<file path="src/rtl/matrix_sequencer.sv">
// Sequences operand bytes into a 2x2 FP8 matrix controller, waits for the
// compute to finish, drains, reads the four results and streams them out.
module matrix_sequencer #(
  parameter int unsigned DRAIN_CYCLES = 2,
  parameter int unsigned TIMEOUT      = 15
) (
  input  logic       clk,
  input  logic       rst_n,
  // upstream operand stream
  input  logic       s_valid,
  output logic       s_ready,
  input  logic [7:0] s_data,
  // controller load port
  output logic       load_en,
  output logic       load_sel_ab,
  output logic [1:0] load_index,
  output logic [7:0] load_data,
  // controller compute / result port
  input  logic       done,
  output logic       output_en,
  output logic [1:0] output_sel,
  input  logic [7:0] out_data,
  // downstream result stream
  output logic       m_valid,
  input  logic       m_ready,
  output logic [7:0] m_data,
  output logic       m_last,
  // sticky timeout flag
  output logic       err
);

  localparam int unsigned DW      = 8;
  localparam int unsigned BC_W    = 3;
  localparam int unsigned IDX_W   = 2;
  localparam int unsigned WC_W    = (TIMEOUT > 1) ? $clog2(TIMEOUT) : 1;
  localparam int unsigned DC_W    = (DRAIN_CYCLES > 1) ? $clog2(DRAIN_CYCLES) : 1;
  localparam int unsigned WC_LAST = (TIMEOUT > 0) ? TIMEOUT - 1 : 0;
  localparam int unsigned DC_LAST = (DRAIN_CYCLES > 0) ? DRAIN_CYCLES - 1 : 0;

  typedef enum logic [2:0] {
    ST_LOAD      = 3'd0,
    ST_WAIT_DONE = 3'd1,
    ST_DRAIN     = 3'd2,
    ST_READ      = 3'd3,
    ST_SEND      = 3'd4
  } state_e;

  state_e                    state_q, state_d;
  logic [BC_W-1:0]           bc_q, bc_d;
  logic [WC_W-1:0]           wc_q, wc_d;
  logic [DC_W-1:0]           dc_q, dc_d;
  logic [IDX_W-1:0]          kc_q, kc_d;
  logic [3:0][DW-1:0]        rb_q, rb_d;

  logic                      s_ready_q, s_ready_d;
  logic                      load_en_q, load_en_d;
  logic                      load_sel_q, load_sel_d;
  logic [IDX_W-1:0]          load_index_q, load_index_d;
  logic [DW-1:0]             load_data_q, load_data_d;
  logic                      output_en_q, output_en_d;
  logic [IDX_W-1:0]          output_sel_q, output_sel_d;
  logic                      m_valid_q, m_valid_d;
  logic [DW-1:0]             m_data_q, m_data_d;
  logic                      m_last_q, m_last_d;
  logic                      err_q, err_d;

  logic                      xfer_c;

  // An upstream byte is taken only while loading and advertising ready
  assign xfer_c = s_valid && s_ready_q && (state_q == ST_LOAD);

  // Next-state and next-output logic for the whole sequencer
  always_comb begin
    state_d      = state_q;
    bc_d         = bc_q;
    wc_d         = wc_q;
    dc_d         = dc_q;
    kc_d         = kc_q;
    rb_d         = rb_q;
    load_en_d    = 1'b0;
    load_sel_d   = load_sel_q;
    load_index_d = load_index_q;
    load_data_d  = load_data_q;
    output_en_d  = 1'b0;
    output_sel_d = output_sel_q;
    m_valid_d    = m_valid_q;
    m_data_d     = m_data_q;
    m_last_d     = m_last_q;
    err_d        = err_q;

    unique case (state_q)
      ST_LOAD: begin
        if (xfer_c) begin
          load_en_d    = 1'b1;
          load_sel_d   = bc_q[2];
          load_index_d = bc_q[1:0];
          load_data_d  = s_data;
          bc_d         = bc_q + BC_W'(1);
          if (bc_q == BC_W'(7)) begin
            state_d = ST_WAIT_DONE;
            wc_d    = '0;
          end
        end
      end

      ST_WAIT_DONE: begin
        // done beats a coincident timeout
        if (done) begin
          if (DRAIN_CYCLES == 0) begin
            state_d      = ST_READ;
            output_en_d  = 1'b1;
            output_sel_d = '0;
          end else begin
            state_d = ST_DRAIN;
            dc_d    = '0;
          end
        end else if (wc_q == WC_W'(WC_LAST)) begin
          state_d = ST_LOAD;
          bc_d    = '0;
          err_d   = 1'b1;
        end else begin
          wc_d = wc_q + WC_W'(1);
        end
      end

      ST_DRAIN: begin
        if (dc_q == DC_W'(DC_LAST)) begin
          state_d      = ST_READ;
          output_en_d  = 1'b1;
          output_sel_d = '0;
        end else begin
          dc_d = dc_q + DC_W'(1);
        end
      end

      ST_READ: begin
        // controller never stalls: one result per output_en cycle
        rb_d[output_sel_q] = out_data;
        if (output_sel_q == IDX_W'(3)) begin
          state_d      = ST_SEND;
          output_sel_d = '0;
          kc_d         = '0;
          m_valid_d    = 1'b1;
          m_data_d     = rb_q[0];
          m_last_d     = 1'b0;
        end else begin
          output_en_d  = 1'b1;
          output_sel_d = output_sel_q + IDX_W'(1);
        end
      end

      ST_SEND: begin
        if (m_valid_q && m_ready) begin
          if (kc_q == IDX_W'(3)) begin
            state_d   = ST_LOAD;
            bc_d      = '0;
            kc_d      = '0;
            m_valid_d = 1'b0;
            m_data_d  = '0;
            m_last_d  = 1'b0;
          end else begin
            kc_d     = kc_q + IDX_W'(1);
            m_data_d = rb_q[kc_q + IDX_W'(1)];
            m_last_d = (kc_q == IDX_W'(2));
          end
        end
      end

      default: begin
        state_d = ST_LOAD;
        bc_d    = '0;
      end
    endcase

    s_ready_d = (state_d == ST_LOAD);
  end

  // State, counters, result buffer and registered outputs
  always_ff @(posedge clk or negedge rst_n) begin
    if (!rst_n) begin
      state_q      <= ST_LOAD;
      bc_q         <= '0;
      wc_q         <= '0;
      dc_q         <= '0;
      kc_q         <= '0;
      rb_q         <= '0;
      s_ready_q    <= 1'b0;
      load_en_q    <= 1'b0;
      load_sel_q   <= 1'b0;
      load_index_q <= '0;
      load_data_q  <= '0;
      output_en_q  <= 1'b0;
      output_sel_q <= '0;
      m_valid_q    <= 1'b0;
      m_data_q     <= '0;
      m_last_q     <= 1'b0;
      err_q        <= 1'b0;
    end else begin
      state_q      <= state_d;
      bc_q         <= bc_d;
      wc_q         <= wc_d;
      dc_q         <= dc_d;
      kc_q         <= kc_d;
      rb_q         <= rb_d;
      s_ready_q    <= s_ready_d;
      load_en_q    <= load_en_d;
      load_sel_q   <= load_sel_d;
      load_index_q <= load_index_d;
      load_data_q  <= load_data_d;
      output_en_q  <= output_en_d;
      output_sel_q <= output_sel_d;
      m_valid_q    <= m_valid_d;
      m_data_q     <= m_data_d;
      m_last_q     <= m_last_d;
      err_q        <= err_d;
    end
  end

  assign s_ready     = s_ready_q;
  assign load_en     = load_en_q;
  assign load_sel_ab = load_sel_q;
  assign load_index  = load_index_q;
  assign load_data   = load_data_q;
  assign output_en   = output_en_q;
  assign output_sel  = output_sel_q;
  assign m_valid     = m_valid_q;
  assign m_data      = m_data_q;
  assign m_last      = m_last_q;
  assign err         = err_q;

endmodule

</file>
<file path="config.mk">
export PLATFORM = sky130hd
export DESIGN_NAME = matrix_sequencer
export DESIGN_NICKNAME = d
export VERILOG_FILES = /design/src/rtl/matrix_sequencer.sv
export SDC_FILE = /design/constraint.sdc
export NUM_CORES = 1
export LEC_CHECK = 0
export BUFFER_PORTS_ARGS = -buffer_cell sky130_fd_sc_hd__buf_4
export CAP_MARGIN = 20
export CORE_ASPECT_RATIO = 1.75
export CORE_MARGIN = 3
export CORE_UTILIZATION = 55
export DETAILED_ROUTE_END_ITERATION = 16
export GPL_TIMING_DRIVEN = 0
export PLACE_DENSITY = 0.85
export SLEW_MARGIN = 20
export SYNTH_ARGS = -nofsm -noshare
export SYNTH_HDL_FRONTEND = slang
export SYNTH_SLANG_ARGS = --single-unit
export TNS_END_PERCENT = 10
</file>
<file path="constraint.sdc">
create_clock -name clk -period 2.39 [get_ports clk]
set_clock_uncertainty 0.05 [all_clocks]
set_input_delay 0 -clock clk [delete_from_list [all_inputs] [get_ports clk]]
set_output_delay 0 -clock clk [all_outputs]
set_load 0.01 [all_outputs]
</file>
======== Word-level counts from Yosys, hierarchy flattened ========
Cells that the tools add are included.
operators by class
  equality and inequality tests ........... 19
  $lt $le $gt $ge ......................... 3
  bitwise logic cells ..................... 2
  add/sub/neg operators ................... 5
  mux-type cells .......................... 52
  reductions and logical operators ........ 19
operators by type and width
  operator              count
  $mux W8               5
  $mux W3               13
  $bwmux W32            1
  $ne A2 B2 Y1 const B  9
  $bmux W8 S2           1
  $demux W8 S2          1
  $mux W4               4
  $pmux W8 S2           1
  $pmux W3 S5           1
  $mux W1               12
  $pmux W3 S4           1
  $mux W2               5
  $pmux W1 S2           4
  $pmux W2 S2           2
  $pmux W4 S2           1
  $reduce_bool A2 Y1    4
  $eq A2 B2 Y1 const B  3
  $eq A3 B2 Y1 const B  2
  $eq A3 B3 Y1 const B  2
  $logic_not A3 Y1      2
  $lt A2 B3 Y1 const B  2
  $reduce_and A2 Y1     3
  $reduce_and A3 Y1     2
  $reduce_and A6 Y1     1
  other kinds (13)      18
storage, ports and cells
  logic and storage cells ................. 120
  register bits after elaboration ......... 72
  output and inout bits ................... 27
  bits of input ports ..................... 21

======== Logic depth before layout (Yosys ltp) ========
  depth after elaboration ................. 6
  mapped depth ............................ 7
  mapped depth without buffers ............ 5

======== Worst setup path after synthesis ========
No wires, ideal clock.
  path kind ............................... register -> register
  start point ............................. register kc_q[0]
  end point ............................... register m_data_q[0], in the netlist m_data[0]
  required time ........................... 2.215 ns
  path buffers ............................ 2
  arrival time ............................ 2.024 ns
  cell stages (with the launch flop) ...... 8
  setup slack ............................. 0.192 ns
  clock period less this slack ............ 2.198 ns
  setup time .............................. 0.125 ns
  cell sequence ........................... dfrtp_1 -> buf_2 -> inv_1 -> ha_1 -> buf_1 -> mux4_2 -> a22o_1 -> mux2_2
on the way
  longest elaborated chain between the ends .. 6
  elaborated cells between the ends (all ways) .. 7
  those cells by class .................... add/sub: 1; eq/ne: 1; mux: 5
RTL lines
  element                        RTL line  text
  start: declaration             52        logic [IDX_W-1:0] kc_q, kc_d;
  start signal: assignment       203       kc_q <= kc_d;
  $add A2 B1 Y2                  163       m_data_d = rb_q[kc_q + IDX_W'(1)];
  $bmux W8 S2                    163
  $mux W8 (not written as such)  163
  $mux W8 (*)                    154       if (kc_q == IDX_W'(3)) begin
  $mux W8 (*)                    153       if (m_valid_q && m_ready) begin
  $pmux W8 S2 (*)                91        unique case (state_q)
  end signal: assignment         213       m_data_q <= m_data_d;
  end: declaration               63        logic [DW-1:0] m_data_q, m_data_d;
Mark *: on every way between the ends. The rest lies on a longest branch, timed or not. The select of a mux whose other input is x is not followed.
A chain may end at the register's enable or synchronous reset.

======== Worst setup path after layout ========
Ends and elaborated chain as after synthesis.

==> summary.md <==
| Metric | Value |
|---|---|
| Async S/R FF share, synth | `1.00` |
| Register area | `1800 µm²` |
| Vias/cell | `around 5.7` |
| DR WL met3 | `roughly 230 µm` |
| CP cell instances | `clkbuf_4, inv_1, ha_2, mux4_2, a22o_1, mux2_2` |
| Max FO, Critical Path | `10` |
| Synth Instances | `242` |
| Final Net Count | `between 300 and 400` |
| Area of the multi-input gates | `around 1400 µm²` |
| Die ar. | `around 7100 µm²` |
| TritonCTS clock tree | `built` |
| Critical R2R Capture | `m_data[0]$_DFFE_PN0P_` |
| VDD IR max | `~0.76 mV` |
| DP HPWL | `between 4000 and 5000 µm` |
| DRT iter0 DRCs | `121` |
| Data required, critical path | `around 2.6 ns` |
| Cell variety after synth | `45` |
| CP Data Arrival Time | `about 2.4 ns` |
| Buf/Inv on CP | `2` |
| Initial antenna violation count | `0` |
| Relative slew slack | `0.361` |
| Number of synthesized flops with an enable pin | `0` |
| Unrepaired setup endpoints after global routing | `no` |
| Max incr delay on CP | `roughly 0.48 ns` |
| Syn-to-layout area delta | `26.9%` |
| Most common cell after layout, fill and taps aside | `dfrtp_1` |
| H-Tree Depth | `3` |
| Routed WL per cell | `approximately 18 µm` |
| Delay-heaviest family, CP | `multiplexers` |
| Crit. Startpoint | `kc_q[0]$_DFFE_PN0P_` |
| Min-delay src | `s_valid` |
| Die Y | `about 110 µm` |
| Startpoint types | `register` |
| Root buffer cell | `clkbuf_8` |
| Total Power | `around 5.3 mW` |
| Mapped cell area | `3340 µm²` |
| RR Startpoint | `kc_q[0]$_DFFE_PN0P_` |
| Final Instance Area | `~4200 µm²` |
| Num CTS Buffers | `9` |
| Die span in x | `64.9 µm` |
| Routability congestion estimate | `0.768` |
| # rows | `37` |
| Post-layout min period | `around 2.2 ns` |
| R2r setup slk | `0.19 ns` |
| Worst reg-to-reg path cell count | `6` |
| Setup TNS Final | `0 ns` |
| Layout Cells excl Fill | `400` |
| Grt ovf | `0` |
| Fin crit share | `0.920` |
| Ant. Diodes | `0` |
| Status | `finished clean` |
| Hold WC Path Type | `primary input to register` |
| Power Density | `approximately 1200 nW/µm²` |
| Worst-Margin Slew | `about 0.96 ns` |
| Yosys warnings | `0` |
| DR vias | `about 2300` |
| Core box area | `about 5900 µm²` |
| Routed wl met2 | `roughly 4200 µm` |
| Share of cells above drive strength 1 | `0.416` |
| Clock Tree Buf Depth | `2` |
| IO buf count | `between 40 and 50` |
| Setup-failing EPs final | `0` |
| Worst skew pair latency | `between 0.3 and 0.4 ns` |
| Hold Crit Endpoint | `load_sel_ab$_DFFE_PN0P_` |
| Initial Util | `0.568` |
| Commonest cells after routing, fill and taps aside | `dfrtp_1 (72), mux2_2 (49), buf_4 (47), dlygate4sd3_1 (19), inv_1 (13)` |
| Via count of the first global-routing pass | `2444` |
| Fill count | `399` |
| Top sig layer | `met4` |
| Num ports | `48` |
| Max-capacitance violation count | `0` |
| Slowest stage cell, crit path | `ha_2` |
| Synth Flop Type | `dfrtp_1` |
| Hold path depth | `4` |
| GRT Util Overall | `0.229` |
| Placed cells | `between 300 and 400` |
| Crit Path Class | `register to register` |
| Placement Cell Area | `3790 µm²` |
| Clock transition at path regs | `0.07 ns` |
| Post-Syn Nets | `between 200 and 300` |
| Crit path capture type | `register` |
| # DRC | `0` |
| First-pass GRT wire length | `between 10000 and 15000 µm` |
| Fmax | `around 450 MHz` |
| Final wirelength | `~7400 µm` |
| CTS Sinks | `72` |
| Final Hold Viols | `0` |
| #FFs+latches synth | `72` |
| First drt pass iteration count | `4` |
| LEAKAGE | `approximately 1.9 nW` |
| Met1 wire length | `about 2700 µm` |
| Largest net degree at the start of global routing | `73` |
| Final antenna-violating net count | `0` |
| Pre-CTS WS | `-0.247 ns` |
| Setup WS post-layout | `roughly 0.19 ns` |
| Sequential-to-total area share from yosys stat | `0.539` |
| Max Slew Vio Count | `0` |
| Synth Area per Inst | `13.8 µm²` |
-- layer usage --
layer  track usage  up-vias
li1              -     1036
met1         0.252     1171
met2         0.414       45
met3        0.0526       18
met4        0.0968        0
met5             0        -
-- registers in the layout (all words and copies together) (netlist names) --
signal	count
bc_q	3
dc_q	1
err	1
kc_q	2
load_data	8
load_en	1
load_index	2
load_sel_ab	1
m_data	8
m_last	1
m_valid	1
output_en	1
output_sel	2
rb_q	32
s_ready	1
state_q	3
wc_q	4
-- logic make-up after synthesis --
family	share of synthesized area
flops	0.539
mux	0.234
compound gates	0.0865
simple gates	0.0697
buf+inv	0.0326
fa+ha+maj	0.0375
-- through the flow --
step	hold WS, ns	util
after floorplan	-0.346	-
after global placement	0.116	0.645
after detailed placement	0.127	0.645
after CTS	0.0145	0.721
after global routing	0.0321	0.721
final	0.0160	0.721
-- worst max path at each step --
| stage | to | slack, ns | depth (start not counted) |
|---|---|---|---|
| 3_5_place_dp | m_data[1]$_DFFE_PN0P_ | -0.25 | 7 |
| 3_3_place_gp | m_data[1]$_DFFE_PN0P_ | -0.15 | 7 |
| 6_report | m_data[0]$_DFFE_PN0P_ | 0.19 | 6 |
| 5_1_grt | m_data[4]$_DFFE_PN0P_ | 0.07 | 6 |
| 4_1_cts | m_data[3]$_DFFE_PN0P_ | 0.07 | 6 |
| 2_1_floorplan | m_data[0]$_DFFE_PN0P_ | 0.19 | 7 |
-- area by class of cell --
class / instances / area share
plain buffers: 10 / 0.0130
clock buffers: 9 / 0.0292
clock inverters: 6 / 0.0313
inverters: 14 / 0.0124
multi-input cells: 145 / 0.338
flip-flops and latches: 72 / 0.425
well taps: 78 / 0.0230
repair buffers: 66 / 0.128
-- report_power, final --
group | switching, mW | internal (mW)
Sequential | 0.372 | 1.77
Clock | 0.461 | 0.791
Combinational | 0.802 | 1.07
-- timing repair --
action,4_1_cts,5_1_grt
pin swaps,0,0
hold buffers,19,0
gates resized for setup,1,1
setup endpoints to repair,8,3
buffers inserted,0,0
hold endpoints to repair,117,0
-- synthesized netlist by cell type, drive strengths merged (2+ instances only) --
| library cell | number | area, µm² |
|---|---|---|
| a21oi | 3 | 15.0 |
| a22o | 10 | 87.6 |
| a31oi | 2 | 12.5 |
| and3 | 2 | 12.5 |
| buf | 9 | 48.8 |
| clkbuf | 2 | 7.51 |
| dfrtp | 72 | 1800 |
| ha | 10 | 125 |
| inv | 14 | 52.6 |
| mux2 | 50 | 563 |
| mux2i | 4 | 40.0 |
| mux4 | 8 | 180 |
| nand2 | 8 | 30.0 |
| nand2b | 3 | 18.8 |
| nand3 | 4 | 20.0 |
| nand4b | 2 | 17.5 |
| nor2 | 3 | 11.3 |
| nor3 | 2 | 10.0 |
| nor4b | 2 | 23.8 |
| o211ai | 2 | 15.0 |
| o21ai | 9 | 56.3 |
| o221ai | 2 | 17.5 |
| o31ai | 2 | 15.0 |
| o32ai | 2 | 17.5 |
| or2 | 2 | 12.5 |
-- worst min-delay path, cell delays in order --
cell	delay [ns]
buf_4	0.12
nand4bb_4	0.12
o21ai_0	0.07
o21ai_0	0.07
(Power assumes the default switching activity.)
